### src/rtl/div_period_monitor.sv
// Per-channel rise strobe, period check and lock/fault tracking for the div2/div4/div6 divider outputs.
// state  | meaning
// IDLE   | disabled or waiting for the first rise; no measurement yet
// ARMED  | measuring periods, counting consecutive good ones toward lock
// LOCKED | LOCK_COUNT good periods seen; any bad period or timeout sets fault
module div_period_monitor #(
  parameter int EXP2       = 2,
  parameter int EXP4       = 4,
  parameter int EXP6       = 6,
  parameter int LOCK_COUNT = 4,
  parameter int CW         = 4
) (
  input  logic       clk,
  input  logic       reset,
  input  logic       en,
  input  logic       clear_fault,
  input  logic       div2_i,
  input  logic       div4_i,
  input  logic       div6_i,
  output logic [2:0] rise,
  output logic [2:0] ch_locked,
  output logic       locked,
  output logic [2:0] fault
);

  typedef enum logic [1:0] {IDLE, ARMED, LOCKED} state_t;

  localparam logic [CW-1:0] CNT_MAX = '1;

  logic [2:0] div;
  logic [2:0] prev;

  assign div    = {div6_i, div4_i, div2_i};
  assign locked = &ch_locked;

  // prev tracks the input even while disabled so the first rise after enable is genuine
  always_ff @(posedge clk) begin
    if (reset) prev <= '0;
    else       prev <= div;
  end

  for (genvar k = 0; k < 3; k++) begin : g_ch
    localparam logic [CW-1:0] EXP_K = (k == 0) ? CW'(EXP2) :
                                      (k == 1) ? CW'(EXP4) : CW'(EXP6);

    state_t        state;
    logic [CW-1:0] cnt;
    logic [3:0]    good;
    logic [3:0]    good_nxt;
    logic          locked_q;
    logic          fault_q;
    logic          meas_good;
    logic          meas_bad;

    assign rise[k]      = en & ~reset & div[k] & ~prev[k];
    assign good_nxt     = good + 4'd1;
    assign meas_good    = rise[k] & (cnt == EXP_K);
    // a saturated counter with no rise counts as a bad event every cycle
    assign meas_bad     = (rise[k] & (cnt != EXP_K)) | (~rise[k] & (cnt == CNT_MAX));
    assign ch_locked[k] = locked_q;
    assign fault[k]     = fault_q;

    always_ff @(posedge clk) begin
      if (reset) begin
        state    <= IDLE;
        cnt      <= '0;
        good     <= '0;
        locked_q <= 1'b0;
        fault_q  <= 1'b0;
      end else begin
        if (clear_fault) fault_q <= 1'b0;
        if (!en) begin
          state    <= IDLE;
          cnt      <= '0;
          good     <= '0;
          locked_q <= 1'b0;
        end else begin
          if (rise[k])              cnt <= CW'(1);
          else if (cnt != CNT_MAX)  cnt <= cnt + CW'(1);
          case (state)
            IDLE: begin
              if (rise[k]) begin
                state <= ARMED;
                good  <= '0;
              end
            end
            ARMED: begin
              if (meas_good) begin
                good <= good_nxt;
                if (good_nxt == 4'(LOCK_COUNT)) begin
                  state    <= LOCKED;
                  locked_q <= 1'b1;
                end
              end else if (meas_bad) begin
                good <= '0;
              end
            end
            LOCKED: begin
              // written after the clear so a coincident fault event wins
              if (meas_bad) begin
                state    <= ARMED;
                good     <= '0;
                locked_q <= 1'b0;
                fault_q  <= 1'b1;
              end
            end
            default: begin
              state    <= IDLE;
              locked_q <= 1'b0;
            end
          endcase
        end
      end
    end
  end

endmodule

### config.mk
export PLATFORM = sky130hd
export DESIGN_NAME = div_period_monitor
export DESIGN_NICKNAME = d
export VERILOG_FILES = /design/src/rtl/div_period_monitor.sv
export SDC_FILE = /design/constraint.sdc
export NUM_CORES = 1
export LEC_CHECK = 0
export ABC_CLOCK_PERIOD_IN_PS = 2700
export CAP_MARGIN = 20
export CELL_PAD_IN_SITES_DETAIL_PLACEMENT = 1
export CELL_PAD_IN_SITES_GLOBAL_PLACEMENT = 1
export CORE_MARGIN = 3
export CORE_UTILIZATION = 45
export DETAILED_ROUTE_END_ITERATION = 10
export HOLD_SLACK_MARGIN = 0.15
export PLACE_DENSITY_LB_ADDON = 0.1
export SYNTH_ARGS = -nofsm -noshare
export SYNTH_HDL_FRONTEND = slang
export SYNTH_SLANG_ARGS = --single-unit
### constraint.sdc
create_clock -name clk -period 2.7 [get_ports clk]
set_clock_uncertainty 0.15 [all_clocks]
set_input_delay 0.54 -clock clk [delete_from_list [all_inputs] [get_ports clk]]
set_output_delay 0.54 -clock clk [all_outputs]
set_load 0.01 [all_outputs]
* After elaboration in Yosys (flattened, before gate mapping)
Cells that the tools add are included.
Word-level totals: register bits after elaboration 39, input port bits 7, output and inout bits 10, logic and storage cells 168
Cells by class: add/subtract/negate cells 6, equal/unequal tests 33, multiplexer cells 57, bitwise operators 30, reductions and logical operators 23
Operators with widths (count):
- 4-bit two-way mux | 9
- 4-bit case mux with 3 select lines | 3
- 1-bit two-way mux | 27
- 4-bit by 1-bit adder with 4-bit output (second input constant) | 6
- 2-bit two-way mux | 12
- 2-bit != test (second input constant) | 12
- 4-bit AND reduction | 6
- 4-bit by 3-bit == test with 1-bit output (second input constant) | 5
- 2-bit case mux with 3 select lines | 3
- 1-bit bitwise AND | 16
- 4-bit == test (second input constant) | 3
- 4-bit != test (second input constant) | 3
- 1-bit inverter | 11
- 1-bit case mux with 3 select lines | 3
- 3-bit nonzero test | 3
- 3-bit OR reduction | 3
- 4-bit by 3-bit != test with 1-bit output (second input constant) | 2
- 2-bit by 1-bit == test with 1-bit output (second input constant) | 3
- 2-bit == test (second input constant) | 3
- 2-bit zero test | 3
- 2-bit AND reduction | 3
- 2-bit nonzero test | 3
- 4-bit by 2-bit == test with 1-bit output (second input constant) | 1
- 4-bit by 2-bit != test with 1-bit output (second input constant) | 1
- other kinds (3) | 5

* Depth between registers and ports, before layout
Gate-level depths: netlist (run 1).
depth after elaboration 10, depth in mapped cells 7

* Least setup slack after synthesis (run 1)
Ideal clock, no wire load.
path kind register -> register, from register g_ch[2].state[0], to register g_ch[2].state[1], library setup time 0.086 ns, data arrival time 1.712 ns, path slack 0.752 ns, stages on the path, launching flop included 7, buffers on the path 0, cells stage by stage dfxtp_1 -> inv_1 -> ha_1 -> or4b_1 -> mux2i_4 -> a22oi_2 -> a221oi_2
On the way: longest elaborated chain between the ends 3, elaborated cells on any way between the ends 9, those cells by class 6 x eq/ne; 1 x mux; 2 x reduce/logical
RTL lines:
- start: declaration | line 46 | state_t state;
- start signal: assignment | line 65 | state <= IDLE;
- start signal: assignment | line 73 | state <= IDLE;
- start signal: assignment | line 83 | state <= ARMED;
- 2-bit by 1-bit == test with 1-bit output (tied with other cells) | line 80 | case (state)
- 2-bit != test (no line)
- 4-bit AND reduction (no line)
Parallel ways exist; a longest one is shown, timed or not. A chain may end at the register's enable or synchronous reset.

* Worst setup path in the final report (run 1)
from input div2_i, to output rise[0]
On the way: longest elaborated chain between the ends 2
RTL lines:
- start: declaration | line 17 | input logic div2_i,
- 1-bit bitwise AND (2 in series) | line 55 | assign rise[k] = en & ~reset & div[k] & ~prev[k];
- end: declaration | line 20 | output logic [2:0] rise,
Every way passes these cells.

==> flow_summary.yaml, run 1 <==
run_status:
  outcome: "complete, no violations"
layout:
  antenna_cells: 0
  final_core_util_pct: 54.8
  area_growth_pct: 14.6
  layout_commonest_cell: "dfxtp_1"
  final_cell_mix: "dfxtp_1, nor2_1, inv_1, ha_1, nand2_1"
  fin_nets: 337
  drive_above_1_share_pct: 12.6
  fillCellCount: 640
setup_path:
  crit_path_end_kind: "output port"
  cp_data_arrival_time_ns: 1.90
  r2r_cells: 6
  path_buf_inv: 3
  slowest_stage: "clkdlybuf4s50_1"
  crit_fanout: 2
  crit_path_frequent_cell: "clkdlybuf4s50_1"
  cp_top_family: "buffers and inverters"
  path_depth: 4
  critPathKind: "input pin to output port"
  worst_setup_path_start_kind: "input pin"
  cp_cell_sequence: "clkdlybuf4s50_1 -> nand4bb_1 -> inv_4 -> clkdlybuf4s50_1"
  required_ns: 2.01
  slowest_delay_ns: 0.53
hold_path:
  min_path_cells: 2
  hp-class: "flop to flop"
drt:
  ant_nets: 0
  drt_iter0_drc: 91
  routed_wl_mm: 6.05
  drc_errors: 0
  via_count: 2143
  drt-wirelength-per-cell_um: 15.9
  vias_per_cell: 5.64
  dr.pass1.iters: 4
floorplan:
  fp.dieH_um: 80.6
  initial_core_util_pct: 47.8
  ios: 17
  die_w_um: 80.6
  fp.dieArea_um2: 6500
  core-area_um2: 5240
  rows: 26
yosys:
  synth_top_area_share_pct: 31.2
  async_reset_ff_share_pct: 0
  ys_types: 60
  synth_area_per_cell_um2: 8.76
  synth_edf_count: 0
  synthCells: 286
  yosys.area.top_type: "dfxtp_1"
  yosysWarnings: 0
  synth-seq-cells: 39
  synth_area_leaders: "dfxtp_1, ha_1, nor2_1, nand3_1, inv_1"
  netlist_area_um2: 2510
  yosysSeqAreaShare_pct: 31.2
  yosys_most_used_dff: "dfxtp_1"
  synth_nets: 314
sta:
  fin_crit_sh_pct: 96.0
  setup_viol: 0
  clock.fmax_mhz: 386
  rsz0062_at_grt: "no"
  period_needed_ns: 2.59
  finalHoldViolations: 0
  maxSlewHeadroom_pct: 68.1
  slew_viol_final: 0
  fin_tns_setup_ns: 0
  worstMarginPinSlew_ns: 0.474
pwr:
  p_comb_share_pct: 17.1
  p_per_area_nw_per_um2: 418
  p_int_mw: 0.858
  p_leak_nw: 1.13
  clkPwrFrac_pct: 32.8
  switching_share_pct: 28.5
  share_seq_of_total_power_pct: 50.1
  power_mw: 1.20
  power.switching_mw: 0.342
  max-vdd-ir-drop_mv: 0.279
clock_network:
  max-clock-path-buffers: 2
  cts_tree: "built"
  cts_max_level: 2
  ctsHoldBuffers: 0
  post_cts_buffers: 0
  cts_made_buffers: 5
  cts_root_buf: "clkbuf_8"
  clk_pin_slew_worst_paths_ns: 0.08
  numClockSinks: 39
  cts_resized: 0
  clk_latency_ns: 0.29
global_routing:
  grt_use_total_pct: 20.0
  grt_pass1_vias: 2208
  grt_pass1_wl_mm: 10.3
  grt_overflow: 0
  antenna_found_initial: 0
  grt_max_degree: 16
placement:
  port_buffers: 16
  dp_hpwl_mm: 4.65
  routabilityCongestion: 0.814
run:
  maxCapViolCount: 0
-- cell families (layout without fill, tap and decap cells) --
kind of cell	after synthesis	in the layout	synth area share [%]
AOI/OAI and AO/OA	62	62	17.6
buffers and inverters	39	63	7.64
adders and majority gates	21	21	10.5
and+or+nand+nor	108	108	25.3
xor gates and xnor gates	7	7	2.45
DFF	39	39	31.2
muxes	10	10	5.34
-- synthesized netlist by cell type, types with 7 or more instances --
library cell,number
nor2b_1,7
nand2_1,18
o21ai_0,9
a21oi_1,13
dfxtp_1,39
nand3_1,16
inv_1,21
xnor2_1,7
nor2_1,22
buf_4,7
nor3_1,8
ha_1,21
-- final timing paths --
kind	startpoint	endpoint	slack [ns]
max	div2_i	rise[0]	0.11
min	g_ch[0].fault_q	g_ch[0].fault_q	0.33
max reg2reg	g_ch[2].state[0]	g_ch[2].state[1]	0.50
min reg2reg	g_ch[0].fault_q	g_ch[0].fault_q	0.33
-- final cells by class --
class	instances	area [um2]	area share, %
timing repair buffer	31	290	10.1
multi-input combinational	208	1530	53.4
sequential	39	781	27.2
tap	70	87.6	3.05
inverter	24	97.6	3.40
clock inverter	1	5.00	0.174
clock buffer	7	76.3	2.66
-- worst reg2reg max path: cells and delay by family, from the launching register on --
kind / cells / cell delay, ns
and+or+nand+nor: 1 / 0.54
AOI/OAI and AO/OA: 2 / 0.43
DFF: 1 / 0.41
adders and majority gates: 1 / 0.30
muxes: 1 / 0.19
buffers and inverters: 1 / 0.09
-- layer usage --
metal | GRT usage (%) | share of wire, % | up-vias
met2 | 34.9 | 50 | 20
met3 | 3.70 | 2.2 | 4
met5 | 0 | 0 | -
met4 | 4.90 | 0.68 | 0
li1 | - | - | 1067
met1 | 25.3 | 47 | 1052
-- flip-flops by register name, indices dropped and copies added, names as in the netlist --
register       count
g_ch.cnt          12
g_ch.good         12
g_ch.state         6
g_ch.fault_q       3
g_ch.locked_q      3
prev               3
-- stage by stage --
stage               instances  cell area [um2]  setup slack (ns)  hold slack (ns)
finish                    380             2870             0.109            0.332
detailed placement        372             2790           0.00698            0.323
global placement          372             2790            0.0287            0.311
CTS                       380             2870           0.00996            0.337
global route              380             2870            0.0408            0.370
floorplan                 286             2510             0.752            0.286
-- power by group through the flow --
| stage | Sequential (mW) | Combinational, mW | Clock (mW) |
|---|---|---|---|
| 2_1_floorplan | 0.612 | 0.140 | 0 |
| 3_3_place_gp | 0.614 | 0.199 | 0 |
| 3_5_place_dp | 0.615 | 0.205 | 0 |
| 4_1_cts | 0.602 | 0.206 | 0.403 |
| 5_1_grt | 0.604 | 0.228 | 0.432 |
| 6_report | 0.602 | 0.205 | 0.394 |
Power figures use the tool's default switching activity.
==> run 2: changes to the inputs <==
--- a/config.mk
+++ b/config.mk
@@ -11,8 +11,10 @@
 export CELL_PAD_IN_SITES_GLOBAL_PLACEMENT = 1
 export CORE_MARGIN = 3
 export CORE_UTILIZATION = 45
+export CTS_CLUSTER_DIAMETER = 80
 export DETAILED_ROUTE_END_ITERATION = 10
 export HOLD_SLACK_MARGIN = 0.15
+export MAX_ROUTING_LAYER = met4
 export PLACE_DENSITY_LB_ADDON = 0.1
 export SYNTH_ARGS = -nofsm -noshare
 export SYNTH_HDL_FRONTEND = slang
==> run 2 against run 1 <==
Net effect: flip-flop and latch count unchanged; wire length about the same; critical path type unchanged; sequential power about the same; setup slack better by 0.00068 ns; hold slack about the same; non-clock buffer count unchanged; clock-buffer cell count unchanged; via count down 0.37%.
==> flow_summary.yaml, run 2 (same netlist as run 1, synthesis figures left out) <==
layout:
  stdcell_area_um2: 2870
  area_growth_pct: 14.6
  layout_commonest_cell: "dfxtp_1"
  reg_top3: "g_ch.cnt (12), g_ch.good (12), g_ch.state (6)"
  final_cell_mix: "dfxtp_1, nor2_1, inv_1, ha_1, nand2_1"
  fin_nets: 337
  antenna_cells: 0
  drive_above_1_share_pct: 12.6
placement:
  postPlaceCellArea_um2: 2790
  port_buffers: 16
  routabilityCongestion: 0.826
  dp_hpwl_mm: 4.65
sta:
  setup_viol: 0
  fin_tns_setup_ns: 0
  slew_viol_final: 0
  finalHoldViolations: 0
  worstMarginPinSlew_ns: 0.474
  rsz0062_at_grt: "no"
  fin_crit_sh_pct: 95.9
  hold_slack_ns: 0.333
  clock.fmax_mhz: 386
  maxSlewHeadroom_pct: 68.1
  period_needed_ns: 2.59
setup_path:
  critPathLaunch: "div2_i"
  worst_setup_path_start_kind: "input pin"
  r2r_start: "g_ch[2].state[0]"
  cp_data_arrival_time_ns: 1.90
  crit_path_end_kind: "output port"
  critPathKind: "input pin to output port"
  required_ns: 2.01
  crit_fanout: 2
drt:
  vias_per_cell: 5.62
  ant_nets: 0
  met2_length_mm: 3.02
  dr.max_layer_used: "met4"
  routed_wl_mm: 6.04
  wl_met1_mm: 2.84
  drt-wirelength-per-cell_um: 15.9
  via_count: 2135
  drt_iter0_drc: 86
  drc_errors: 0
  dr.pass1.iters: 4
  wl_met3_um: 141
floorplan:
  ios: 17
  die_w_um: 80.6
  core-area_um2: 5240
  initial_core_util_pct: 47.8
  fp.dieH_um: 80.6
  fp.dieArea_um2: 6500
  rows: 26
clock_network:
  post_cts_buffers: 0
  cts_made_buffers: 5
  cts_max_level: 2
  clk_pin_slew_worst_paths_ns: 0.07
  cts_tree: "built"
  ctsHoldBuffers: 0
  cts_resized: 0
  clk_latency_ns: 0.29
  max-clock-path-buffers: 2
  numClockSinks: 39
  cts_root_buf: "clkbuf_8"
pwr:
  p_int_mw: 0.858
  clkPwrFrac_pct: 32.8
  p_leak_nw: 1.13
  share_seq_of_total_power_pct: 50.1
  power.switching_mw: 0.342
  switching_share_pct: 28.5
  max-vdd-ir-drop_mv: 0.278
  p_comb_share_pct: 17.1
  power_mw: 1.20
  p_per_area_nw_per_um2: 418
global_routing:
  antenna_found_initial: 0
  grt_max_degree: 16
  grt_overflow: 0
  grt_use_total_pct: 20.6
  grt_pass1_wl_mm: 10.3
  grt_pass1_vias: 2211
run_status:
  outcome: "complete, no violations"
run:
  maxCapViolCount: 0
hold_path:
  hp-start: "g_ch[0].fault_q"
  hp-class: "flop to flop"
-- run 2: cell counts in the layout (fill, tap and decap cells not counted) --
No cell type changed its count.
-- run 2: layer usage --
layer / global-route usage, % / vias up
li1: - / 1066
met1: 25.3 / 1042
met2: 34.9 / 23
met3: 3.70 / 4
met4: 4.90 / 0
met5: - / -
-- run 2: layout make-up --
cell class | instances | area, um2
clock buffers | 7 | 76.3
clock inverters | 1 | 5.00
fillers | 640 | 2370
inverters | 24 | 97.6
multi-input cells | 208 | 1530
flip-flops and latches | 39 | 781
well taps | 70 | 87.6
repair buffers | 31 | 290
-- run 2: stage by stage --
stage / instances / util (%) / setup WS, ns
after floorplan: 286 / - / 0.752
after global placement: 372 / 53.2 / 0.0287
after detailed placement: 372 / 53.2 / 0.00698
after CTS: 380 / 54.7 / 0.00996
after global routing: 380 / 54.8 / 0.0408
final: 380 / 54.8 / 0.110
-- run 2: critical path, cell delays in order --
cell and delay [ns]:
clkdlybuf4s50_1 0.51, nand4bb_1 0.21, inv_4 0.10, clkdlybuf4s50_1 0.53
-- run 2: worst paths after layout --
kind	endpoint	slack, ns	cells after the start
setup / recovery	rise[0]	0.11	4
hold / removal	g_ch[0].fault_q	0.33	2
setup reg to reg	g_ch[2].state[1]	0.50	6
hold reg to reg	g_ch[0].fault_q	0.33	2
-- run 2: power groups by stage --
stage | registers (mW) | clock network [mW] | logic [mW]
global placement | 0.614 | 0 | 0.199
global route | 0.604 | 0.432 | 0.228
floorplan | 0.612 | 0 | 0.140
finish | 0.602 | 0.394 | 0.205
detailed placement | 0.615 | 0 | 0.205
CTS | 0.602 | 0.403 | 0.206
==> run 3: changes to the inputs <==
--- a/config.mk
+++ b/config.mk
@@ -16,6 +16,7 @@
 export HOLD_SLACK_MARGIN = 0.15
 export MAX_ROUTING_LAYER = met4
 export PLACE_DENSITY_LB_ADDON = 0.1
+export SLEW_MARGIN = 30
 export SYNTH_ARGS = -nofsm -noshare
 export SYNTH_HDL_FRONTEND = slang
 export SYNTH_SLANG_ARGS = --single-unit
==> results of run 3 <==
The final DEF is identical to that of run 2; final timing and power are the same.
